[src/rtl/modulo_batalha_naval_param.sv]
// ---------------------------------------------------------------------------
// modulo_batalha_naval_param
// Parametrised naval-battle board engine. Stores ship positions and attacks on
// a ROWS x COLS grid, resolves each confirmed attack as hit/miss/invalid,
// tracks the ship cells still standing and scans the LED matrix one column
// at a time.
//
// Optional feature macro: BLINK_HITS_EN (hit cells blink in ATTACK/OVER).
//
// Ports
//   clk        system clock, rising edge
//   Nclr       synchronous reset, active-low
//   mode       00 idle/clear, 01 place, 10 attack, 11 hold
//   lin_sel    target line index
//   col_sel    target column index
//   confirm    asynchronous push-button, active-high
//   m_col      column drive, one-hot, active-high
//   m_line     line drive, active-low
//   result     00 none, 01 miss, 10 hit, 11 invalid
//   hits_left  ship cells not yet hit
//   state      00 IDLE, 01 PLACE, 10 ATTACK, 11 OVER
//   game_over  high while in OVER
// ---------------------------------------------------------------------------
module modulo_batalha_naval_param #(
  parameter int unsigned ROWS      = 7,
  parameter int unsigned COLS      = 5,
  parameter int unsigned MAX_SHIPS = 9,
  parameter int unsigned SCAN_DIV  = 16
) (
  input  logic                             clk,
  input  logic                             Nclr,
  input  logic [1:0]                       mode,
  input  logic [$clog2(ROWS)-1:0]          lin_sel,
  input  logic [$clog2(COLS)-1:0]          col_sel,
  input  logic                             confirm,
  output logic [COLS-1:0]                  m_col,
  output logic [ROWS-1:0]                  m_line,
  output logic [1:0]                       result,
  output logic [$clog2(ROWS*COLS+1)-1:0]   hits_left,
  output logic [1:0]                       state,
  output logic                             game_over
);

  localparam int unsigned LW = $clog2(ROWS);
  localparam int unsigned CW = $clog2(COLS);
  localparam int unsigned HW = $clog2(ROWS*COLS+1);
  localparam int unsigned PW = (SCAN_DIV > 1) ? $clog2(SCAN_DIV) : 1;

  localparam logic [1:0] MODE_IDLE   = 2'b00;
  localparam logic [1:0] MODE_PLACE  = 2'b01;
  localparam logic [1:0] MODE_ATTACK = 2'b10;

  localparam logic [1:0] RES_NONE = 2'b00;
  localparam logic [1:0] RES_MISS = 2'b01;
  localparam logic [1:0] RES_HIT  = 2'b10;
  localparam logic [1:0] RES_INV  = 2'b11;

  typedef enum logic [1:0] {
    S_IDLE   = 2'b00,
    S_PLACE  = 2'b01,
    S_ATTACK = 2'b10,
    S_OVER   = 2'b11
  } state_t;

  state_t                    state_q;
  logic [ROWS-1:0][COLS-1:0] pos_q;
  logic [ROWS-1:0][COLS-1:0] atk_q;
  logic [HW-1:0]             hits_q;
  logic [1:0]                result_q;
  logic                      game_over_q;

  logic                      s1_q, s2_q, s3_q;
  logic                      pulse_c;
  logic                      in_range_c;
  logic                      cell_pos_c;
  logic                      cell_atk_c;

  logic [PW-1:0]             presc_q, presc_d;
  logic [CW-1:0]             col_q, col_d;
  logic [COLS-1:0]           m_col_q, m_col_d;
  logic [ROWS-1:0]           m_line_q, m_line_d;
  logic                      blink_on_c;

  // Button synchroniser plus edge-detect stage; one pulse per press.
  always_ff @(posedge clk) begin
    if (!Nclr) begin
      s1_q <= 1'b0;
      s2_q <= 1'b0;
      s3_q <= 1'b0;
    end else begin
      s1_q <= confirm;
      s2_q <= s1_q;
      s3_q <= s2_q;
    end
  end

  assign pulse_c = s2_q & ~s3_q;

  // Selected-cell lookup; out-of-range selections never index the arrays.
  always_comb begin
    in_range_c = (32'(lin_sel) < ROWS) && (32'(col_sel) < COLS);
    cell_pos_c = 1'b0;
    cell_atk_c = 1'b0;
    if (in_range_c) begin
      cell_pos_c = pos_q[lin_sel][col_sel];
      cell_atk_c = atk_q[lin_sel][col_sel];
    end
  end

  // Game FSM with board storage; mode changes win over a coincident pulse.
  always_ff @(posedge clk) begin
    if (!Nclr) begin
      state_q     <= S_IDLE;
      pos_q       <= '0;
      atk_q       <= '0;
      hits_q      <= '0;
      result_q    <= RES_NONE;
      game_over_q <= 1'b0;
    end else begin
      case (state_q)
        S_IDLE: begin
          pos_q       <= '0;
          atk_q       <= '0;
          hits_q      <= '0;
          result_q    <= RES_NONE;
          game_over_q <= 1'b0;
          if (mode == MODE_PLACE) state_q <= S_PLACE;
        end
        S_PLACE: begin
          if (mode == MODE_IDLE) begin
            state_q <= S_IDLE;
          end else if (mode == MODE_ATTACK && hits_q != '0) begin
            state_q  <= S_ATTACK;
            result_q <= RES_NONE;
          end else if (pulse_c) begin
            if (!in_range_c || cell_pos_c || hits_q == HW'(MAX_SHIPS)) begin
              result_q <= RES_INV;
            end else begin
              pos_q[lin_sel][col_sel] <= 1'b1;
              hits_q                  <= hits_q + HW'(1);
              result_q                <= RES_NONE;
            end
          end
        end
        S_ATTACK: begin
          if (mode == MODE_IDLE) begin
            state_q <= S_IDLE;
          end else if (pulse_c) begin
            if (!in_range_c || cell_atk_c) begin
              result_q <= RES_INV;
            end else begin
              atk_q[lin_sel][col_sel] <= 1'b1;
              if (cell_pos_c) begin
                result_q <= RES_HIT;
                hits_q   <= hits_q - HW'(1);
                // Last ship cell sunk: game ends on this same edge.
                if (hits_q == HW'(1)) begin
                  state_q     <= S_OVER;
                  game_over_q <= 1'b1;
                end
              end else begin
                result_q <= RES_MISS;
              end
            end
          end
        end
        S_OVER: begin
          if (mode == MODE_IDLE) begin
            state_q     <= S_IDLE;
            game_over_q <= 1'b0;
          end
        end
      endcase
    end
  end

`ifdef BLINK_HITS_EN
  logic [19:0] blink_q;

  // Free-running blink timebase for hit cells.
  always_ff @(posedge clk) begin
    if (!Nclr) blink_q <= '0;
    else       blink_q <= blink_q + 20'd1;
  end

  assign blink_on_c = blink_q[19];
`else
  assign blink_on_c = 1'b1;
`endif

  // Scan next-state: column drive and line data are built from the same
  // next column index so both registers switch together.
  always_comb begin
    presc_d = presc_q + PW'(1);
    col_d   = col_q;
    if (presc_q == PW'(SCAN_DIV - 1)) begin
      presc_d = '0;
      col_d   = (col_q == CW'(COLS - 1)) ? '0 : col_q + CW'(1);
    end
    m_col_d = COLS'(1) << col_d;
    for (int l = 0; l < ROWS; l++) begin
      if (state_q == S_ATTACK || state_q == S_OVER)
        m_line_d[l] = ~(atk_q[l][col_d] & (~pos_q[l][col_d] | blink_on_c));
      else
        m_line_d[l] = ~pos_q[l][col_d];
    end
  end

  // Scan registers.
  always_ff @(posedge clk) begin
    if (!Nclr) begin
      presc_q  <= '0;
      col_q    <= '0;
      m_col_q  <= COLS'(1);
      m_line_q <= '1;
    end else begin
      presc_q  <= presc_d;
      col_q    <= col_d;
      m_col_q  <= m_col_d;
      m_line_q <= m_line_d;
    end
  end

  assign m_col     = m_col_q;
  assign m_line    = m_line_q;
  assign result    = result_q;
  assign hits_left = hits_q;
  assign state     = state_q;
  assign game_over = game_over_q;

endmodule

[config.mk]
export PLATFORM = sky130hd
export DESIGN_NAME = modulo_batalha_naval_param
export DESIGN_NICKNAME = d
export VERILOG_FILES = /design/src/rtl/modulo_batalha_naval_param.sv
export SDC_FILE = /design/constraint.sdc
export NUM_CORES = 1
export LEC_CHECK = 0
export BUFFER_PORTS_ARGS = -buffer_cell sky130_fd_sc_hd__buf_2
export CORE_UTILIZATION = 45
export DETAILED_ROUTE_END_ITERATION = 12
export PLACE_DENSITY = 0.67
export SLEW_MARGIN = 40
export SYNTH_ARGS = -nofsm -noshare
export SYNTH_HDL_FRONTEND = slang
export SYNTH_SLANG_ARGS = --single-unit
export TNS_END_PERCENT = 50
[constraint.sdc]
create_clock -name clk -period 2.99 [get_ports clk]
set_input_delay 0.1495 -clock clk [delete_from_list [all_inputs] [get_ports clk]]
set_output_delay 0.1495 -clock clk [all_outputs]
set_load 0.01 [all_outputs]
==> impl_metrics.tcl <==
set metrics [dict create \
    fill_cells 1062 \
    area_delta_synth_final_pct 11.70 \
    antenna_cells 0 \
    start_kind "register" \
    drive_gt1_share_pct 18.88 \
    io_pins 34 \
    highest_layer "met4" \
    rows 39 \
    power_density_nw_per_um2 582.8 \
    synth_fp_nets 560 \
    core_area_um2 11420 \
    yosysTopAreaCell "dfxtp_1" \
    post_drt_via_cell_ratio 6.601 \
    cp_max_fo 15 \
    cp.arrival_ns 2.84 \
    finalHoldViolCount 0 \
    post_cts_buffers 0 \
    drtIter0Drc 717 \
    crit_type "register to register" \
    synth_edf_count 0 \
    critPathRequiredTime_ns 3.21 \
    synth_ff_type "dfxtp_1" \
    netlist-cell-type-count 67 \
    cts_sinks 103 \
    synth_seq_cells 103 \
    slew_headroom_pct 52.10 \
    port_buffers 33 \
    start_util_pct 46.15 \
    dr_total_vias 4720 \
    syn_inst 537 \
    place_inst 699 \
    pwr-share-comb_pct 26.1 \
    ys_seq_area_share_pct 39.13 \
    clk_latency_ns 0.36 \
    cp-end-kind "register" \
    root_buffer "clkbuf_16" \
    setup-violations-final 0 \
    htree_levels 3 \
    post_cts_resized 0 \
    clockBufferDepth 2 \
    cts_buffers 9 \
    hold_path.class "primary input to register" \
    tightest_slew_ns 0.7177 \
    synth.top_cell.area_share_pct 39.13 \
    grt_setup_unrepaired "false" \
    instances_no_fill 715 \
    overflow 0 \
    clock_skew_ns 0.01524 \
    gp_congestion 0.9597 \
    route.met2.wl_um 7177 \
    drcViolationCount 0 \
    peakVddDrop_mv 0.5066 \
    swShare_pct 34.62 \
    grt_usage_pct 26.45 \
    power_frac_seq_pct 41.8 \
    status "finished clean" \
    grt_pass1_vias 4480 \
    antenna_found_initial 0 \
    setup_tns_ns 0 \
    power.internal_uw 2243 \
    dieHeight_um 110.2 \
    syn_area_per_cell_um2 9.814 \
    p_leak_uw 0.002161 \
    wl_um 15230 \
    slew_violations 0 \
    async_reset_ff_share_pct 0 \
    yosys.cell_count.top_type "dfxtp_1" \
    p_sw_uw 1188 \
    dr_wl_met3_um 1252 \
    grt_pass1_wl_um 24060 \
    wl_per_cell_um 21.30 \
    fin_crit_ns 2.612 \
    nets 590 \
    power.share.clock_pct 32.1 \
    synth.area.top_cells "dfxtp_1, mux4_2, a32o_1, nand2_1, mux2i_1" \
    ys_warn_count 0 \
    grt_max_degree 36 \
    cap_viol_max_count 0 \
    dieArea_um2 12150 \
    min_period_over_period_pct 87.34 \
    wl_met1_um 6346 \
    drt_pass1_iterations 6 \
    cts_hold_buf 0 \
    max_freq_ghz 0.3829 \
    die_w_um 110.2 \
    cts_tree "yes" \
    clk_pin_slew_ns 0.08 \
    synthTopCellsByCount "dfxtp_1, nand2_1, a32o_1, o21ai_0, clkbuf_1" \
    postRouteAntennaNets 0 \
    syn_area_um2 5270 \
    hpwl_um 10920 \
]
==> layout make-up <==
| type | instances | area (um2) | share of cell area [%] |
|---|---|---|---|
| Clock inverter | 7 | 45.04 | 0.7651 |
| Inverter | 22 | 82.58 | 1.403 |
| Multi-Input combinational cell | 376 | 2950 | 50.12 |
| Timing Repair Buffer | 55 | 342.8 | 5.824 |
| Clock buffer | 9 | 225.2 | 3.826 |
| Sequential cell | 103 | 2062 | 35.03 |
| Tap cell | 143 | 178.9 | 3.039 |
==> path summary, 6_finish.rpt <==
check	from	end	slack (ns)	depth (start not counted)
worst max-delay path	presc_q[0]$_SDFF_PP0_	m_line[1]$_SDFF_PN1_	0.38	9
worst min register to register	s1_q$_SDFF_PN0_	s2_q$_SDFF_PN0_	0.45	1
worst min-delay path	confirm	s1_q$_SDFF_PN0_	0.004	2
worst max register to register	presc_q[0]$_SDFF_PP0_	m_line[1]$_SDFF_PN1_	0.38	9
==> through the flow <==
step / cell area, um2 / utilization (%) / worst slack, ns / total power (uW) / hold WS, ns
2_1_floorplan: 5270 / - / 0.6417 / 2106 / 0.2768
3_3_place_gp: 5603 / 49.07 / 0.2656 / 2322 / 0.3587
3_5_place_dp: 5617 / 49.19 / 0.2309 / 2341 / 0.3660
6_report: 5887 / 51.56 / 0.3785 / 3431 / 0.004309
4_1_cts: 5887 / 51.56 / 0.4380 / 3422 / 0.005855
5_1_grt: 5887 / 51.56 / 0.1947 / 3573 / 0.01631
==> cells by family after synthesis <==
logic type                 synth area share (%)
adders and majority gates                 2.849
muxes                                     13.72
xor gates and xnor gates                 0.4987
and+or+nand+nor                           13.34
buffers and inverters                     5.295
DFF                                       39.13
AOI/OAI and AO/OA                         25.17
==> power by group through the flow <==
stage / sequential (uW) / combinational [uW] / clock (uW)
2_1_floorplan: 1460 / 644 / 0
3_3_place_gp: 1460 / 858 / 0
3_5_place_dp: 1470 / 874 / 0
4_1_cts: 1430 / 878 / 1110
5_1_grt: 1440 / 971 / 1160
6_report: 1430 / 896 / 1100
==> flip-flops by register name (all words and copies together) (netlist names), 3 cells and up <==
| signal | flops |
|---|---|
| m_col | 5 |
| pos_q | 35 |
| col_q | 3 |
| atk_q | 35 |
| hits_left | 6 |
| presc_q | 4 |
| m_line | 7 |
==> critical path: stages (launching register included) <==
cell and delay (ns):
dfxtp_1 0.38, ha_1 0.25, nand3_2 0.16, buf_4 0.19, nor3b_1 0.26, a21oi_2 0.09, nor3b_4 0.63, a22oi_1 0.26
a21oi_1 0.19, nand2_1 0.07
==> placed cells by master, fill, tap and decap left out, types with 3 or more instances in the layout <==
cell type	netlist	final
nor3_1	8	8
o31a_1	3	3
dfxtp_1	103	103
a21oi_1	17	15
mux2i_1	19	19
clkbuf_16	0	9
a221oi_1	7	7
a21oi_2	3	4
and3_1	5	5
and2_1	7	7
clkinv_2	0	4
o211ai_1	8	8
nor2_1	22	22
o221ai_1	7	7
inv_1	20	20
nand2b_1	6	6
ha_1	12	12
buf_2	4	33
nand2_1	68	68
a31oi_1	7	7
nor3b_1	4	4
o22ai_1	9	9
mux4_2	19	19
nand3_1	10	10
a32o_1	35	35
buf_4	1	21
a22oi_1	8	8
o21bai_1	4	4
a211oi_1	4	4
o21ai_0	35	35
or3_1	3	3
mux4_1	4	4
==> routing by layer <==
layer | up-vias | track usage [%]
li1 | 2111 | -
met1 | 2327 | 33.89
met2 | 243 | 42.77
met3 | 39 | 6.878
met4 | 0 | 9.962
met5 | - | 0
Note: power is estimated with default switching activity, not from simulation.
